$ cat src/rtl/seg7_pkg.sv
// Shared segment patterns and the BCD-to-segment decoder for the scan driver.
// Patterns are active-low in {g,f,e,d,c,b,a} order.
package seg7_pkg;

  localparam logic [6:0] SEG_0    = 7'b1000000;
  localparam logic [6:0] SEG_1    = 7'b1111001;
  localparam logic [6:0] SEG_2    = 7'b0100100;
  localparam logic [6:0] SEG_3    = 7'b0110000;
  localparam logic [6:0] SEG_4    = 7'b0011001;
  localparam logic [6:0] SEG_5    = 7'b0010010;
  localparam logic [6:0] SEG_6    = 7'b0000010;
  localparam logic [6:0] SEG_7    = 7'b1111000;
  localparam logic [6:0] SEG_8    = 7'b0000000;
  localparam logic [6:0] SEG_9    = 7'b0010000;
  localparam logic [6:0] SEG_DASH = 7'b0111111;
  localparam logic [6:0] SEG_OFF  = 7'b1111111;

  // Non-BCD nibbles show a dash so a corrupted value is visible rather than silent.
  function automatic logic [6:0] bcd_to_seg(input logic [3:0] bcd);
    logic [6:0] pat;
    case (bcd)
      4'd0:    pat = SEG_0;
      4'd1:    pat = SEG_1;
      4'd2:    pat = SEG_2;
      4'd3:    pat = SEG_3;
      4'd4:    pat = SEG_4;
      4'd5:    pat = SEG_5;
      4'd6:    pat = SEG_6;
      4'd7:    pat = SEG_7;
      4'd8:    pat = SEG_8;
      4'd9:    pat = SEG_9;
      default: pat = SEG_DASH;
    endcase
    return pat;
  endfunction

endpackage

$ cat src/rtl/seg7_scan_driver_sync_edge.sv
// Two-flop synchronizer for a slow divider output, with a registered
// one-cycle pulse on the synchronized rising edge.
module sync_edge (
  input  logic clk_in,
  input  logic reset,
  input  logic d,
  output logic level,
  output logic rise
);

  logic meta_q;
  logic sync_q;
  logic prev_q;

  always_ff @(posedge clk_in or posedge reset) begin
    if (reset) begin
      meta_q <= 1'b0;
      sync_q <= 1'b0;
      prev_q <= 1'b0;
      rise   <= 1'b0;
    end else begin
      meta_q <= d;
      sync_q <= meta_q;
      prev_q <= sync_q;
      rise   <= sync_q & ~prev_q;
    end
  end

  assign level = sync_q;

endmodule

$ cat src/rtl/seg7_scan_driver.sv
// Time-multiplexed common-anode 7-segment driver: one digit per scan edge,
// frame-coherent shadow of the inputs, leading-zero blanking and blink.
module seg7_scan_driver
  import seg7_pkg::*;
#(
  parameter int NUM_DIGITS = 4
) (
  input  logic                    clk_in,
  input  logic                    reset,
  input  logic                    scan_clk,
  input  logic                    blink_clk,
  input  logic [4*NUM_DIGITS-1:0] digits,
  input  logic [NUM_DIGITS-1:0]   dp_en,
  input  logic                    blank_lz,
  input  logic                    blink_en,
  output logic [NUM_DIGITS-1:0]   an,
  output logic [6:0]              seg,
  output logic                    dp
);

  localparam int IDX_W = (NUM_DIGITS > 1) ? $clog2(NUM_DIGITS) : 1;
  localparam logic [IDX_W-1:0] IDX_LAST = IDX_W'(NUM_DIGITS - 1);

  logic scan_tick;
  logic scan_level_unused;
  logic blink_lvl;
  logic blink_rise_unused;

  sync_edge u_scan_sync (
    .clk_in (clk_in),
    .reset  (reset),
    .d      (scan_clk),
    .level  (scan_level_unused),
    .rise   (scan_tick)
  );

  sync_edge u_blink_sync (
    .clk_in (clk_in),
    .reset  (reset),
    .d      (blink_clk),
    .level  (blink_lvl),
    .rise   (blink_rise_unused)
  );

  logic [IDX_W-1:0]          idx;
  logic [4*NUM_DIGITS-1:0]   sh_digits;
  logic [NUM_DIGITS-1:0]     sh_dp_en;
  logic                      sh_blank_lz;
  logic [NUM_DIGITS-1:0]     lz_mask;
  logic                      zero_run;
  logic [3:0]                cur_nib;
  logic                      cur_blank;
  logic                      blink_off;
  logic [NUM_DIGITS-1:0]     an_lit;

  // A digit is blanked only while every more-significant shadow digit is zero too.
  always_comb begin
    lz_mask  = '0;
    zero_run = sh_blank_lz;
    for (int i = NUM_DIGITS - 1; i > 0; i--) begin
      zero_run   = zero_run && (sh_digits[4*i +: 4] == 4'd0);
      lz_mask[i] = zero_run;
    end
  end

  always_comb begin
    cur_nib   = sh_digits[4*int'(idx) +: 4];
    cur_blank = lz_mask[idx];
    blink_off = blink_en & ~blink_lvl;
    an_lit    = ~(NUM_DIGITS'(1) << idx);
  end

  // The tick cycle is a guard: all anodes off while idx moves, new digit next cycle.
  always_ff @(posedge clk_in or posedge reset) begin
    if (reset) begin
      idx         <= '0;
      sh_digits   <= '0;
      sh_dp_en    <= '0;
      sh_blank_lz <= 1'b0;
      an          <= '1;
      seg         <= SEG_OFF;
      dp          <= 1'b1;
    end else if (scan_tick) begin
      an <= '1;
      if (idx == IDX_LAST) begin
        idx         <= '0;
        sh_digits   <= digits;
        sh_dp_en    <= dp_en;
        sh_blank_lz <= blank_lz;
      end else begin
        idx <= idx + 1'b1;
      end
    end else begin
      an  <= blink_off ? '1 : an_lit;
      seg <= cur_blank ? SEG_OFF : bcd_to_seg(cur_nib);
      dp  <= ~(sh_dp_en[idx] & ~cur_blank);
    end
  end

endmodule

$ cat config.mk
export PLATFORM = sky130hd
export DESIGN_NAME = seg7_scan_driver
export DESIGN_NICKNAME = d
export VERILOG_FILES = /design/src/rtl/seg7_pkg.sv /design/src/rtl/seg7_scan_driver_sync_edge.sv /design/src/rtl/seg7_scan_driver.sv
export SDC_FILE = /design/constraint.sdc
export NUM_CORES = 1
export LEC_CHECK = 0
export ABC_AREA = 1
export CAP_MARGIN = 20
export CORE_ASPECT_RATIO = 0.7
export CORE_MARGIN = 2
export CORE_UTILIZATION = 46
export DETAILED_ROUTE_END_ITERATION = 12
export GPL_ROUTABILITY_DRIVEN = 0
export PLACE_DENSITY = 0.8
export SYNTH_ARGS = -nofsm -noshare
export SYNTH_HDL_FRONTEND = slang
export SYNTH_SLANG_ARGS = --single-unit
$ cat constraint.sdc
create_clock -name clk_in -period 1.5 [get_ports clk_in]
set_input_delay 0.225 -clock clk_in [delete_from_list [all_inputs] [get_ports clk_in]]
set_output_delay 0.225 -clock clk_in [all_outputs]
set_load 0.01 [all_outputs]
==> impl_metrics.yaml <==
synthesis:
  synth_cells: 207
  yosysWarnings: 0
  synth_top_family_by_area: "simple AND/OR/NAND/NOR gates"
  ys_top_cells_by_area: "dfrtp_1 36%, dfstp_2 16%, mux2_2 9.0%"
  synth_mux_area_share_pct: 8.989
  ys_ff_latch: 41
  syn-num-nets: 242
  avgSynthCellArea_um2: 9.683
  synth-simple-area-share_pct: 23.16
  yosysTopAreaCell: "dfrtp_1"
  synth_seq_area_share_pct: 51.94
  synth-compound-area-share_pct: 3.808
  yosys.area_share.adder_pct: 5.618
  synth-xor-area-share_pct: 0
  yosys.cell_types.count: 26
  synth_top_cell_area_share_pct: 36.20
  netlist_area_mm2: 0.002004
die:
  pin_count: 38
  dieArea_mm2: 0.004910
  die_w_um: 82.90
  num_rows: 20
  core_mm2: 0.004254
  initial_utilization_pct: 47.12
  die_h_um: 59.23
timing:
  slew_headroom_pct: 70.96
  max_freq_mhz: 641.1
  period_share_pct: 104.0
  setup_ws_ns: -0.05985
  setup_viol: 18
  skew_ns: 0.005938
  rsz0062_at_grt: "true"
  tightest_slew_ns: 0.4351
  final-max-slew-violation-count: 0
  hold_violations: 0
  finalCriticalPeriod_ns: 1.560
  setup_tns_ns: -0.5486
route:
  drt_iter0_drc: 105
  vias: 1550
  firstDrtPassIters: 4
  wirelength_um: 4145
  detail-route-antenna-nets: 0
  wl_per_cell_um: 12.95
  drc: 0
  viasPerCell: 4.844
global_route:
  antenna_found_initial: 0
  grt_first_pass_wirelength_um: 6817
  grt_max_degree: 42
  grt_use_total_pct: 17.79
  globalRoute.totalOverflow: 0
  grt_pass1_vias: 1529
clock_network:
  clk_path_buf_depth: 2
  cts.clk_slew.worst_paths_ns: 0.07
  cts_tree: "yes"
  cts_buffers: 5
  htreeDepth: 2
  insertion_delay_ns: 0.29
  cts.sink_count: 41
  clk_root_buffer_cell: "clkbuf_8"
worst_setup_path:
  r2r-start: "idx[0]"
  critPathTopFamily: "flip-flops"
  required_ns: 1.67
  critPathMaxStageDelay_ns: 0.47
  crit_buf_inv: 2
  slowest_stage: "dfrtp_2"
  critPathMaxFanout: 21
  r2r.worst_path.cells: 5
  r2r_end: "sh_digits[8]"
  cp_data_arrival_time_ns: 1.73
  crit_chain: "buf_6 -> ha_2 -> nand2_2 -> buf_12 -> mux2_2"
  worstSetupPathType: "reg2reg"
  end_kind: "register"
  regToRegSetupSlack_ns: -0.06
  start_kind: "register"
status:
  status: "complete, but fails checks"
  violations: "negative setup slack"
finish:
  final_cells: 320
  area_delta_synth_final_pct: 40.82
  drive_gt1_share_pct: 37.74
  diodes: 0
  nNetsFinal: 299
pwr:
  ir_drop_uv: 990.1
  p_leak_nw: 1.341
  p_per_area_mw_per_mm2: 2148
placement:
  pre_cts_slack_ns: -0.06703
  dp_hpwl_um: 2853
  numPortBuffers: 37
  dp_cells: 309
job:
  max_cap_viol_count: 0
worst_hold_path:
  min_path_type: "in2async"
-- timing repair --
action	in CTS	in global routing
gates resized for setup	36	23
setup buffers	1	1
endpoints found under the hold margin	0	0
setup endpoints to repair	19	25
cloned	0	1
pin swaps	14	12
hold buffers	0	0
-- registers in the layout, indices dropped and copies added, names as in the netlist --
register	cells
u_scan_sync.meta_q	1
sh_digits	16
dp	1
u_scan_sync.level	1
seg	7
sh_dp_en	4
u_scan_sync.rise	1
u_blink_sync.level	1
an	4
sh_blank_lz	1
u_blink_sync.meta_q	1
u_scan_sync.prev_q	1
idx	2
-- worst max path at each step --
stage	end	startpoint	slack [ns]	cells past startpoint
2_1_floorplan	seg[5]	idx[0]	-0.003	12
3_3_place_gp	seg[5]	idx[1]	0.007	10
3_5_place_dp	seg[3]	idx[0]	-0.07	10
4_1_cts	seg[5]	idx[0]	-0.03	11
5_1_grt	seg[5]	idx[0]	-0.15	11
6_report	sh_digits[8]	idx[0]	-0.06	5
-- layout by cell type, fill, tap and decap left out, drive strengths merged, types with 9 or more instances in the layout --
| master | n |
|---|---|
| dfstp | 12 |
| nand3 | 11 |
| nand2 | 48 |
| nor2 | 40 |
| inv | 20 |
| dlygate4sd2 | 12 |
| clkdlybuf4s50 | 25 |
| dfrtp | 29 |
| buf | 19 |
| mux2 | 16 |
| ha | 9 |
-- stage by stage --
stage               hold slack (ns)  utilization, %  cell area [µm²]  total power [W]
floorplan                    0.2564               -             2014         0.003744
global placement             0.3397           60.00             2552         0.004627
detailed placement           0.3394           60.00             2552         0.004746
CTS                          0.2952           64.00             2723         0.005654
global route                 0.3119           66.35             2823         0.006557
finish                       0.2902           66.35             2823         0.006065
-- Yosys cell counts --
| cell type | instances |
|---|---|
| nor2_1 | 39 |
| nand2_1 | 37 |
| dfrtp_1 | 29 |
| inv_1 | 17 |
| mux2_2 | 16 |
| dfstp_2 | 12 |
| ha_1 | 9 |
| nand2_2 | 8 |
| a21oi_1 | 7 |
| nand3_1 | 6 |
| nand3_2 | 4 |
| o21ai_0 | 4 |
| buf_2 | 3 |
| buf_6 | 2 |
| inv_4 | 2 |
| nand2_4 | 2 |
| a21oi_2 | 1 |
| a31oi_1 | 1 |
| buf_4 | 1 |
| clkbuf_2 | 1 |
| inv_2 | 1 |
| nand3_4 | 1 |
| nand3b_1 | 1 |
| nor2_2 | 1 |
| nor3_1 | 1 |
| o22ai_1 | 1 |
-- cells by family (layout without fill, tap and decap cells) --
group | after synthesis | count (layout)
muxes | 16 | 16
AOI/OAI and AO/OA | 14 | 14
adders and majority gates | 9 | 9
buffers and inverters | 27 | 84
and+or+nand+nor | 100 | 101
DFF | 41 | 41
-- power by group --
part	total (W)	switching (W)	internal, W
sequential	0.00200	0.000330	0.00167
clock	0.000679	0.000357	0.000322
combinational	0.00339	0.00180	0.00159
-- routing by layer --
| layer | share of wire [%] | global-route usage, % | vias to the layer above |
|---|---|---|---|
| met5 | 0 | 0 | - |
| met4 | 2.9 | 7.494 | 0 |
| met3 | 4.7 | 4.875 | 15 |
| met2 | 46 | 29.49 | 44 |
| met1 | 47 | 22.55 | 729 |
| li1 | - | - | 762 |
-- cell type report --
type	instances	area, µm²
fillers	350	1431
flip-flops and latches	41	1044
multi-input cells	140	1006
repair buffers	56	534.3
inverters	20	87.58
clock buffers	6	72.57
well taps	55	68.82
clock inverters	2	10.01
-- worst register-to-register path, stage by stage (launching register included) --
cell,delay (ns)
dfrtp_2,0.47
buf_6,0.15
ha_2,0.20
nand2_2,0.09
buf_12,0.19
mux2_2,0.36
Power figures use the tool's default switching activity.
==> patch, RTL diff (same flow settings) <==
The parameter `NUM_DIGITS` goes from 4 to 2.
--- a/src/rtl/seg7_scan_driver.sv
+++ b/src/rtl/seg7_scan_driver.sv
@@ -4,5 +4,5 @@
   import seg7_pkg::*;
 #(
-  parameter int NUM_DIGITS = 4
+  parameter int NUM_DIGITS = 2
 ) (
   input  logic                    clk_in,
Interface: changed (resized an, digits and dp_en); port bits go from 38 to 26. The function was not compared with the original's and may differ.
==> patch against the original RTL <==
The run still ends with setup timing left. Highest routed layer unchanged. Power fell by 34%. Synthesized area down 33%. Sequential cell count down 13. Non-clock buffer count down 21. Maximum frequency is 3.8% higher. Via count shrank 27%. Final area down 36%. Clock power decreased by 12%. Clock skew is 0.86 ps higher. Setup slack gained 57 ps. Routed wire length down 28%.
==> patch: results (changes against the original RTL) <==
status: finished, violations left
failing checks: setup timing
vias: 1126 (-27%)
Final Setup Violations: 1 (-17)
Final nets: 212 (-29%)
HPWL Detailed: 2060 um (-28%)
most common library cells after synthesis: nand2_1, inv_1, nor2_1
Synth async-reset ratio: 1.00 (unchanged)
smallest hold slack: 297 ps (+6.82 ps)
Worst R2R End: seg[4]
MaxCap Viol Count: 0 (unchanged)
Reg clk slew, reported paths: 100 ps (+30 ps)
Least-Margin Pin Slew: 454 ps (+18.7 ps)
share of post-route cells with drive strength above 1: 0.286 (-0.0916)
drt wl/cell: 13.3 um (+2.6%)
biggest regs: sh_digits: 8 flops, seg: 7 flops
arrival time worst endpoint: 1720 ps
sequential share of the synthesized area: 0.533 (+0.0134)
CTS Buffer Depth: 2 (unchanged)
Final WS setup: -3.26 ps (+56.6 ps)
total track usage: 0.182 (+0.00369)
Worst-Skew Late Latency: 280 ps
first-pass GRT wire length: 4640 um (-32%)
input/output buffers: 25 (-32%)
initial antenna violation count: 0 (unchanged)
R2R cell count: 10 (+5)
synth unique cells: 18 (-31%)
Mapped Nets: 176 (-27%)
Critical R2R Launch: idx
n_diodes: 0 (unchanged)
leakage power: 0.888 nW (-34%)
YS warnings: 0 (unchanged)
H-tree depth: 1 (-1)
Pre-Repair DR Iteration Count: 4 (unchanged)
clock skew: 6.79 ps (+0.856 ps)
crit path max fanout: 6 (-71%)
total CTS buffers: 3 (-2)
cell area after placement: 0.00164 sq mm (-36%)
Root Buffer: clkbuf_8
Area contributors post-synth: dfrtp_1, dfstp_2, nand2_1
Post-Place Setup Slack: 25.7 ps (+92.8 ps)
worst hold path class: input port to async pin
maximum vdd drop: 1.07 mV (+8.5%)
largest net degree at the start of global routing: 29 (-31%)
Initial DRC Count: 57 (-46%)
## patch: worst max-delay path by stage
stage               start     end
floorplan             idx  seg[1]
global placement      idx  seg[0]
detailed placement    idx  seg[4]
CTS                   idx  seg[4]
global route          idx  seg[0]
finish                idx  seg[4]
## patch: cell families (layout without fill, tap and decap cells)
logic type      Yosys count  in the layout  share of synthesized area
mux                       3              3                     0.0252
fa+ha+maj                 6              6                     0.0561
simple gates             80             80                      0.258
flops                    28             28                      0.533
xor+xnor                  1              1                    0.00654
compound gates           11             11                     0.0411
buf+inv                  25             60                     0.0804
## patch: stage by stage
stage          instances  setup TNS [ps]
6_report             225           -3.26
3_3_place_gp         216               0
3_5_place_dp         216               0
4_1_cts              221               0
2_1_floorplan        154               0
5_1_grt              225            -324
## patch: power by group
| group | leakage (nW) | switching [W] | internal (W) |
|---|---|---|---|
| combinational | 0.544 | 0.00121 | 0.000872 |
| sequential | 0.309 | 0.000181 | 0.00115 |
| clock | 0.0357 | 0.000240 | 0.000357 |
## patch: per-layer routing
layer  vias to the layer above  GRT usage  wire length, um
met5                         -          0                0
met4                         0     0.0300               28
met3                         3     0.0554              180
met2                        42      0.303             1560
met1                       536      0.234             1230
li1                        545          -                -
## patch: worst max-delay path: stages, from the launching register on
cell	delay [ps]
dfrtp_2	460
inv_2	80
nand2_2	50
nand2_2	120
buf_6	110
ha_2	160
nand3_2	120
nand2_2	90
nand3_2	70
nor2_2	130
nor2_1	60
## patch: area by class of cell
class                   count  area (sq um)
clock buffers               3          41.3
clock inverters             1          30.0
fillers                   227           975
inverters                  21          78.8
multi-input cells         101           582
flip-flops and latches     28           714
well taps                  36          45.0
repair buffers             35           317
## patch: timing repair
| item | in CTS | in global routing |
|---|---|---|
| resized for setup | 11 | 20 |
| pin swaps | 0 | 6 |
| buffers inserted | 1 | 4 |
| gates cloned | 0 | 0 |
| endpoints found under the setup margin | 11 | 3 |
